===== src/rtl/mp_link_ctrl.sv =====
// Two-player board link: filters the peer's asynchronous pause/reload/score lines,
// arbitrates the shared pause, sequences the match and stretches local reload pulses.

module mp_link_filt #(
  parameter int W             = 1,
  parameter int SYNC_STAGES   = 2,
  parameter int STABLE_CYCLES = 4
) (
  input  logic         clk,
  input  logic         rst,
  input  logic [W-1:0] raw,
  output logic [W-1:0] filt
);
  localparam int CW = $clog2(STABLE_CYCLES + 1);
  localparam logic [CW-1:0] CNT_LAST = CW'(STABLE_CYCLES - 1);

  logic [SYNC_STAGES-1:0][W-1:0] sync_reg;
  logic [W-1:0]  synced;
  logic [W-1:0]  last_reg;
  logic [W-1:0]  filt_reg;
  logic [CW-1:0] cnt_reg;
  logic [CW-1:0] cnt_next;

  assign synced = sync_reg[SYNC_STAGES-1];
  assign filt   = filt_reg;

  // The whole word must hold still, so a bit-skewed transition never gets through.
  always_comb begin
    cnt_next = cnt_reg;
    if (synced != last_reg)
      cnt_next = '0;
    else if (cnt_reg != CNT_LAST)
      cnt_next = cnt_reg + CW'(1);
  end

  always_ff @(posedge clk or posedge rst) begin
    if (rst) begin
      sync_reg <= '0;
      last_reg <= '0;
      cnt_reg  <= '0;
      filt_reg <= '0;
    end else begin
      sync_reg <= {sync_reg[SYNC_STAGES-2:0], raw};
      last_reg <= synced;
      cnt_reg  <= cnt_next;
      if (cnt_next == CNT_LAST)
        filt_reg <= synced;
    end
  end
endmodule

module mp_link_ctrl #(
  parameter int SYNC_STAGES   = 2,
  parameter int STABLE_CYCLES = 4,
  parameter int RESUME_DELAY  = 16,
  parameter int RELOAD_PULSE  = 8,
  parameter int WIN_SCORE     = 10
) (
  input  logic       clk,
  input  logic       rst,
  input  logic       local_pause_req,
  input  logic       local_reload_req,
  input  logic [3:0] local_score,
  input  logic       player2_pause_raw,
  input  logic       player2_reload_raw,
  input  logic [3:0] player2_score_raw,
  output logic       player1_pause,
  output logic       player1_reload,
  output logic [3:0] player1_score,
  output logic       game_paused,
  output logic       game_over,
  output logic [1:0] winner,
  output logic [3:0] peer_score,
  output logic       peer_reload_evt
);
  typedef enum logic [1:0] {ST_PAUSED, ST_PLAY, ST_OVER} state_t;

  localparam int RW = $clog2(RESUME_DELAY + 1);
  localparam int PW = $clog2(RELOAD_PULSE + 1);
  localparam logic [RW-1:0] RESUME_LAST = RW'(RESUME_DELAY - 1);
  localparam logic [PW-1:0] PULSE_LEN   = PW'(RELOAD_PULSE);
  localparam logic [3:0]    WIN         = 4'(WIN_SCORE);

  state_t        state_reg, state_next;
  logic [RW-1:0] resume_reg, resume_next;
  logic [1:0]    winner_reg, winner_next;
  logic [PW-1:0] pulse_reg;
  logic          pause_reg;
  logic [3:0]    score_reg;
  logic          reload_reg;
  logic          evt_reg;
  logic          peer_reload_d_reg;
  logic          peer_pause;
  logic          peer_reload;
  logic          pause_any;
  logic          local_win;
  logic          peer_win;
  logic          reload_accept;

  mp_link_filt #(.W(1), .SYNC_STAGES(SYNC_STAGES), .STABLE_CYCLES(STABLE_CYCLES)) u_pause_filt (
    .clk(clk), .rst(rst), .raw(player2_pause_raw), .filt(peer_pause)
  );
  mp_link_filt #(.W(1), .SYNC_STAGES(SYNC_STAGES), .STABLE_CYCLES(STABLE_CYCLES)) u_reload_filt (
    .clk(clk), .rst(rst), .raw(player2_reload_raw), .filt(peer_reload)
  );
  mp_link_filt #(.W(4), .SYNC_STAGES(SYNC_STAGES), .STABLE_CYCLES(STABLE_CYCLES)) u_score_filt (
    .clk(clk), .rst(rst), .raw(player2_score_raw), .filt(peer_score)
  );

  assign pause_any     = pause_reg | peer_pause;
  assign local_win     = (local_score >= WIN);
  assign peer_win      = (peer_score >= WIN);
  assign reload_accept = (state_reg == ST_PLAY) && !reload_reg && local_reload_req;

  always_comb begin
    state_next  = state_reg;
    resume_next = resume_reg;
    winner_next = winner_reg;
    case (state_reg)
      ST_PAUSED: begin
        if (pause_any) begin
          resume_next = '0;
        end else if (resume_reg == RESUME_LAST) begin
          state_next  = ST_PLAY;
          resume_next = '0;
        end else begin
          resume_next = resume_reg + RW'(1);
        end
      end
      ST_PLAY: begin
        resume_next = '0;
        // A win outranks a simultaneous pause.
        if (local_win || peer_win) begin
          state_next  = ST_OVER;
          winner_next = {peer_win, local_win};
        end else if (pause_any) begin
          state_next = ST_PAUSED;
        end
      end
      ST_OVER: begin
        state_next = ST_OVER;
      end
      default: begin
        state_next = ST_PAUSED;
      end
    endcase
  end

  always_ff @(posedge clk or posedge rst) begin
    if (rst) begin
      state_reg  <= ST_PAUSED;
      resume_reg <= '0;
      winner_reg <= 2'b00;
    end else begin
      state_reg  <= state_next;
      resume_reg <= resume_next;
      winner_reg <= winner_next;
    end
  end

  // Reload stretch keeps running after leaving PLAY; new requests are dropped, not queued.
  always_ff @(posedge clk or posedge rst) begin
    if (rst) begin
      reload_reg <= 1'b0;
      pulse_reg  <= '0;
    end else if (reload_accept) begin
      reload_reg <= 1'b1;
      pulse_reg  <= PULSE_LEN;
    end else if (reload_reg) begin
      if (pulse_reg <= PW'(1)) begin
        reload_reg <= 1'b0;
        pulse_reg  <= '0;
      end else begin
        pulse_reg <= pulse_reg - PW'(1);
      end
    end
  end

  always_ff @(posedge clk or posedge rst) begin
    if (rst) begin
      pause_reg         <= 1'b0;
      score_reg         <= 4'd0;
      evt_reg           <= 1'b0;
      peer_reload_d_reg <= 1'b0;
    end else begin
      pause_reg         <= local_pause_req;
      score_reg         <= local_score;
      evt_reg           <= peer_reload & ~peer_reload_d_reg & (state_reg == ST_PLAY);
      peer_reload_d_reg <= peer_reload;
    end
  end

  assign player1_pause   = pause_reg;
  assign player1_score   = score_reg;
  assign player1_reload  = reload_reg;
  assign peer_reload_evt = evt_reg;
  assign winner          = winner_reg;
  assign game_paused     = (state_reg != ST_PLAY);
  assign game_over       = (state_reg == ST_OVER);
endmodule


===== config.mk =====
export PLATFORM = sky130hd
export DESIGN_NAME = mp_link_ctrl
export DESIGN_NICKNAME = d
export VERILOG_FILES = /design/src/rtl/mp_link_ctrl.sv
export SDC_FILE = /design/constraint.sdc
export NUM_CORES = 1
export LEC_CHECK = 0
export ABC_AREA = 1
export CORE_UTILIZATION = 25
export CTS_CLUSTER_SIZE = 28
export DETAILED_ROUTE_END_ITERATION = 10
export GPL_ROUTABILITY_DRIVEN = 1
export HOLD_SLACK_MARGIN = 0.08
export PLACE_DENSITY = 0.51
export SYNTH_ARGS = -nofsm -noshare
export SYNTH_HDL_FRONTEND = slang
export SYNTH_SLANG_ARGS = --single-unit
export TNS_END_PERCENT = 30

===== constraint.sdc =====
create_clock -name clk -period 2.2 [get_ports clk]
set_input_delay 0.44 -clock clk [delete_from_list [all_inputs] [get_ports clk]]
set_output_delay 0.44 -clock clk [all_outputs]
set_load 0.01 [all_outputs]

==> results.sh <==
export IMPL_fin_tns_setup_ns=0
export IMPL_clockPowerShare=0.295
export IMPL_mappedNetlistArea_mm2=0.002152
export IMPL_relSlewSlack=0.7007
export IMPL_cap_viol_max_count=0
export IMPL_start_util=0.2606
export IMPL_path_max_fanout=7
export IMPL_wl_per_cell_um=10.56
export IMPL_crit_type="reg2out"
export IMPL_grt_pass1_wl_mm=6.313
export IMPL_setup_viol=0
export IMPL_postCtsHoldBufs=0
export IMPL_die_y_um=94.78
export IMPL_antenna_found_initial=0
export IMPL_io_buffers=28
export IMPL_fin_nets=261
export IMPL_finalHoldViolCount=0
export IMPL_clock_latency_ns=0.31
export IMPL_vias=1427
export IMPL_clock_fmax_mhz=503.9
export IMPL_cp_top_family="buffers and inverters"
export IMPL_period_minus_slack_ns=1.984
export IMPL_cp_required_ns=1.76
export IMPL_p_int_mw=1.515
export IMPL_hp_class="reg2reg"
export IMPL_comb_power_share=0.145
export IMPL_dp_cells=339
export IMPL_final_fill_count=862
export IMPL_sw_frac_of_total=0.2641
export IMPL_busiest_layer="met2"
export IMPL_ys_warn_count=0
export IMPL_rsz0062_at_grt="false"
export IMPL_slowest_delay_ns=0.56
export IMPL_grt_use_total=0.09344
export IMPL_status="complete, no violations"
export IMPL_postRouteAntennaNets=0
export IMPL_yosysSeqAreaShare=0.6279
export IMPL_synth_cell_type_count=26
export IMPL_post_cts_buffers=0
export IMPL_grt_pass1_vias=1433
export IMPL_ir_drop_mv=0.2598
export IMPL_die_w_um=94.78
export IMPL_die_area_mm2=0.008983
export IMPL_io_pins=29
export IMPL_overflow=0
export IMPL_synthCells=203
export IMPL_power_density_mw_per_mm2=761.7
export IMPL_fin_skew_ns=0.01249
export IMPL_dp_hpwl_mm=2.703
export IMPL_syn_avg_cell_area_um2=10.60
export IMPL_area_growth_pct=25.64
export IMPL_cts_tree="built"
export IMPL_ys_seq_elements=54
export IMPL_layout_drive_gt1_share=0.09091
export IMPL_drc=0
export IMPL_clkTransAtPathRegs_ns=0.10
export IMPL_num_rows=33
export IMPL_final_period_utilization=0.9020
export IMPL_met3_usage=0.02738
export IMPL_seqPwrFrac=0.560
export IMPL_fin_cells=347
export IMPL_core_area_mm2=0.008258
export IMPL_start_kind="flip-flop"
export IMPL_clk_path_buf_depth=2
export IMPL_cp_arrival_ns=1.54
export IMPL_firstDrtPassIters=4
export IMPL_cts_buffers=5
export IMPL_vias_per_cell=4.112
export IMPL_htreeDepth=2
export IMPL_routed_wl_mm=3.665
export IMPL_largest_reg_flops=5
export IMPL_crit_chain="inv_1 -> nor2_1 -> clkdlybuf4s50_1"
export IMPL_slowest_stage="clkdlybuf4s50_1"
export IMPL_drtIter0Drc=44
export IMPL_groute_layer_met2_usage=0.1517
export IMPL_cts_resized=0
export IMPL_worst_pin_slew_ns=0.4483
export IMPL_final_max_slew_viol_count=0
export IMPL_root_buffer="clkbuf_8"
export IMPL_antenna_cells=0
export IMPL_grt_max_degree=32
export IMPL_p_switching_uw=544.0
export IMPL_endpoint_kind="output pin"
export IMPL_gp_congestion=0.7558
export IMPL_cts_sinks=54
export IMPL_power_leakage_nw=1.257
export IMPL_use_met1=0.1129
export IMPL_synth_nets=223
export IMPL_worst_path_buf_inv=2
per-layer routing:
| metal | routed length [um] | share of wire | vias to the layer above |
|---|---|---|---|
| li1 | - | - | 719 |
| met5 | 0 | 0 | - |
| met4 | 74 | 0.020 | 0 |
| met3 | 192 | 0.052 | 8 |
| met1 | 1731 | 0.47 | 669 |
| met2 | 1667 | 0.45 | 31 |
path summary, 6_finish.rpt:
check	from	end	slack, ns	cells past startpoint
min in group asynchronous	rst	player1_pause$_DFF_PP0_	0.45	2
hold / removal	u_reload_filt.sync_reg[0]$_DFF_PP0_	u_reload_filt.synced$_DFF_PP0_	0.36	0
max in group asynchronous	rst	resume_reg[1]$_DFFE_PP0P_	1.22	3
setup / recovery	state_reg[1]$_DFFE_PP0P_	game_over	0.22	3
setup reg to reg	u_score_filt.cnt_reg[0]$_DFF_PP0_	u_score_filt.filt[2]$_DFFE_PP0N_	0.69	7
hold reg to reg	u_reload_filt.sync_reg[0]$_DFF_PP0_	u_reload_filt.synced$_DFF_PP0_	0.36	0
cells in the mapped netlist, drive strengths merged:
| cell type | number | area [um^2] |
|---|---|---|
| nor3 | 1 | 5.000 |
| o22ai | 2 | 12.51 |
| nand2 | 47 | 181.4 |
| o211ai | 1 | 7.510 |
| o21bai | 1 | 7.510 |
| xor2 | 4 | 53.81 |
| nand4 | 6 | 37.54 |
| dfrtp | 54 | 1351 |
| o21a | 2 | 15.01 |
| ha | 6 | 75.07 |
| o21ai | 9 | 45.04 |
| nand3 | 11 | 72.57 |
| xnor2 | 7 | 61.31 |
| a22o | 1 | 8.760 |
| nor2 | 20 | 85.08 |
| inv | 27 | 101.4 |
| a21oi | 4 | 31.28 |
cell type report:
cell class / count / area (um^2) / area share
multi-input combinational: 122 / 699.4 / 0.2587
timing repair buffer: 31 / 315.3 / 0.1166
inverter: 27 / 101.3 / 0.03748
tap: 105 / 131.4 / 0.04859
sequential: 54 / 1351 / 0.4998
clock inverter: 1 / 8.758 / 0.003239
clock buffer: 7 / 96.34 / 0.03563
cell families (layout without fill, tap and decap cells):
group,Yosys count,after routing,synth area share
adder cells (fa/ha/maj),6,6,0.03488
buffers and inverters,27,66,0.04709
XOR/XNOR,11,11,0.05349
AO/OA/AOI/OAI,20,20,0.05930
AND/OR/NAND/NOR,85,85,0.1773
flip-flops,54,54,0.6279
cell usage in the layout, fill, tap and decap left out:
master / count
a21oi_1: 3
a21oi_4: 1
a22o_1: 1
buf_12: 1
buf_4: 2
clkbuf_8: 7
clkdlybuf4s50_1: 28
clkinv_4: 1
dfrtp_1: 54
ha_1: 6
inv_1: 24
inv_2: 3
nand2_1: 45
nand2_2: 2
nand3_1: 9
nand3_2: 1
nand3_4: 1
nand4_1: 6
nor2_1: 18
nor2_2: 1
nor2_4: 1
nor3_1: 1
o211ai_1: 1
o21a_1: 2
o21ai_0: 8
o21ai_1: 1
o21bai_1: 1
o22ai_1: 2
xnor2_1: 7
xor2_1: 3
xor2_4: 1
per-stage QoR:
step	cell area (um^2)	hold WS [ns]	setup slack (ns)	utilization	power (mW)
after floorplan	2152	0.3312	0.4454	-	1.362
after global placement	2599	0.3326	0.5531	0.3147	1.473
after detailed placement	2599	0.3347	0.5366	0.3147	1.482
after CTS	2704	0.3588	0.1873	0.3274	2.107
after global routing	2704	0.3639	0.1130	0.3274	2.195
final	2704	0.3566	0.2156	0.3274	2.059
power groups by stage:
stage               Clock, mW  Sequential [mW]  Combinational (mW)
detailed placement          0             1.18               0.305
global route            0.678             1.17               0.349
CTS                     0.643             1.16               0.307
finish                  0.607             1.15               0.299
floorplan                   0             1.17               0.195
global placement            0             1.17               0.298
No activity file was read; power rests on OpenSTA's default activity.
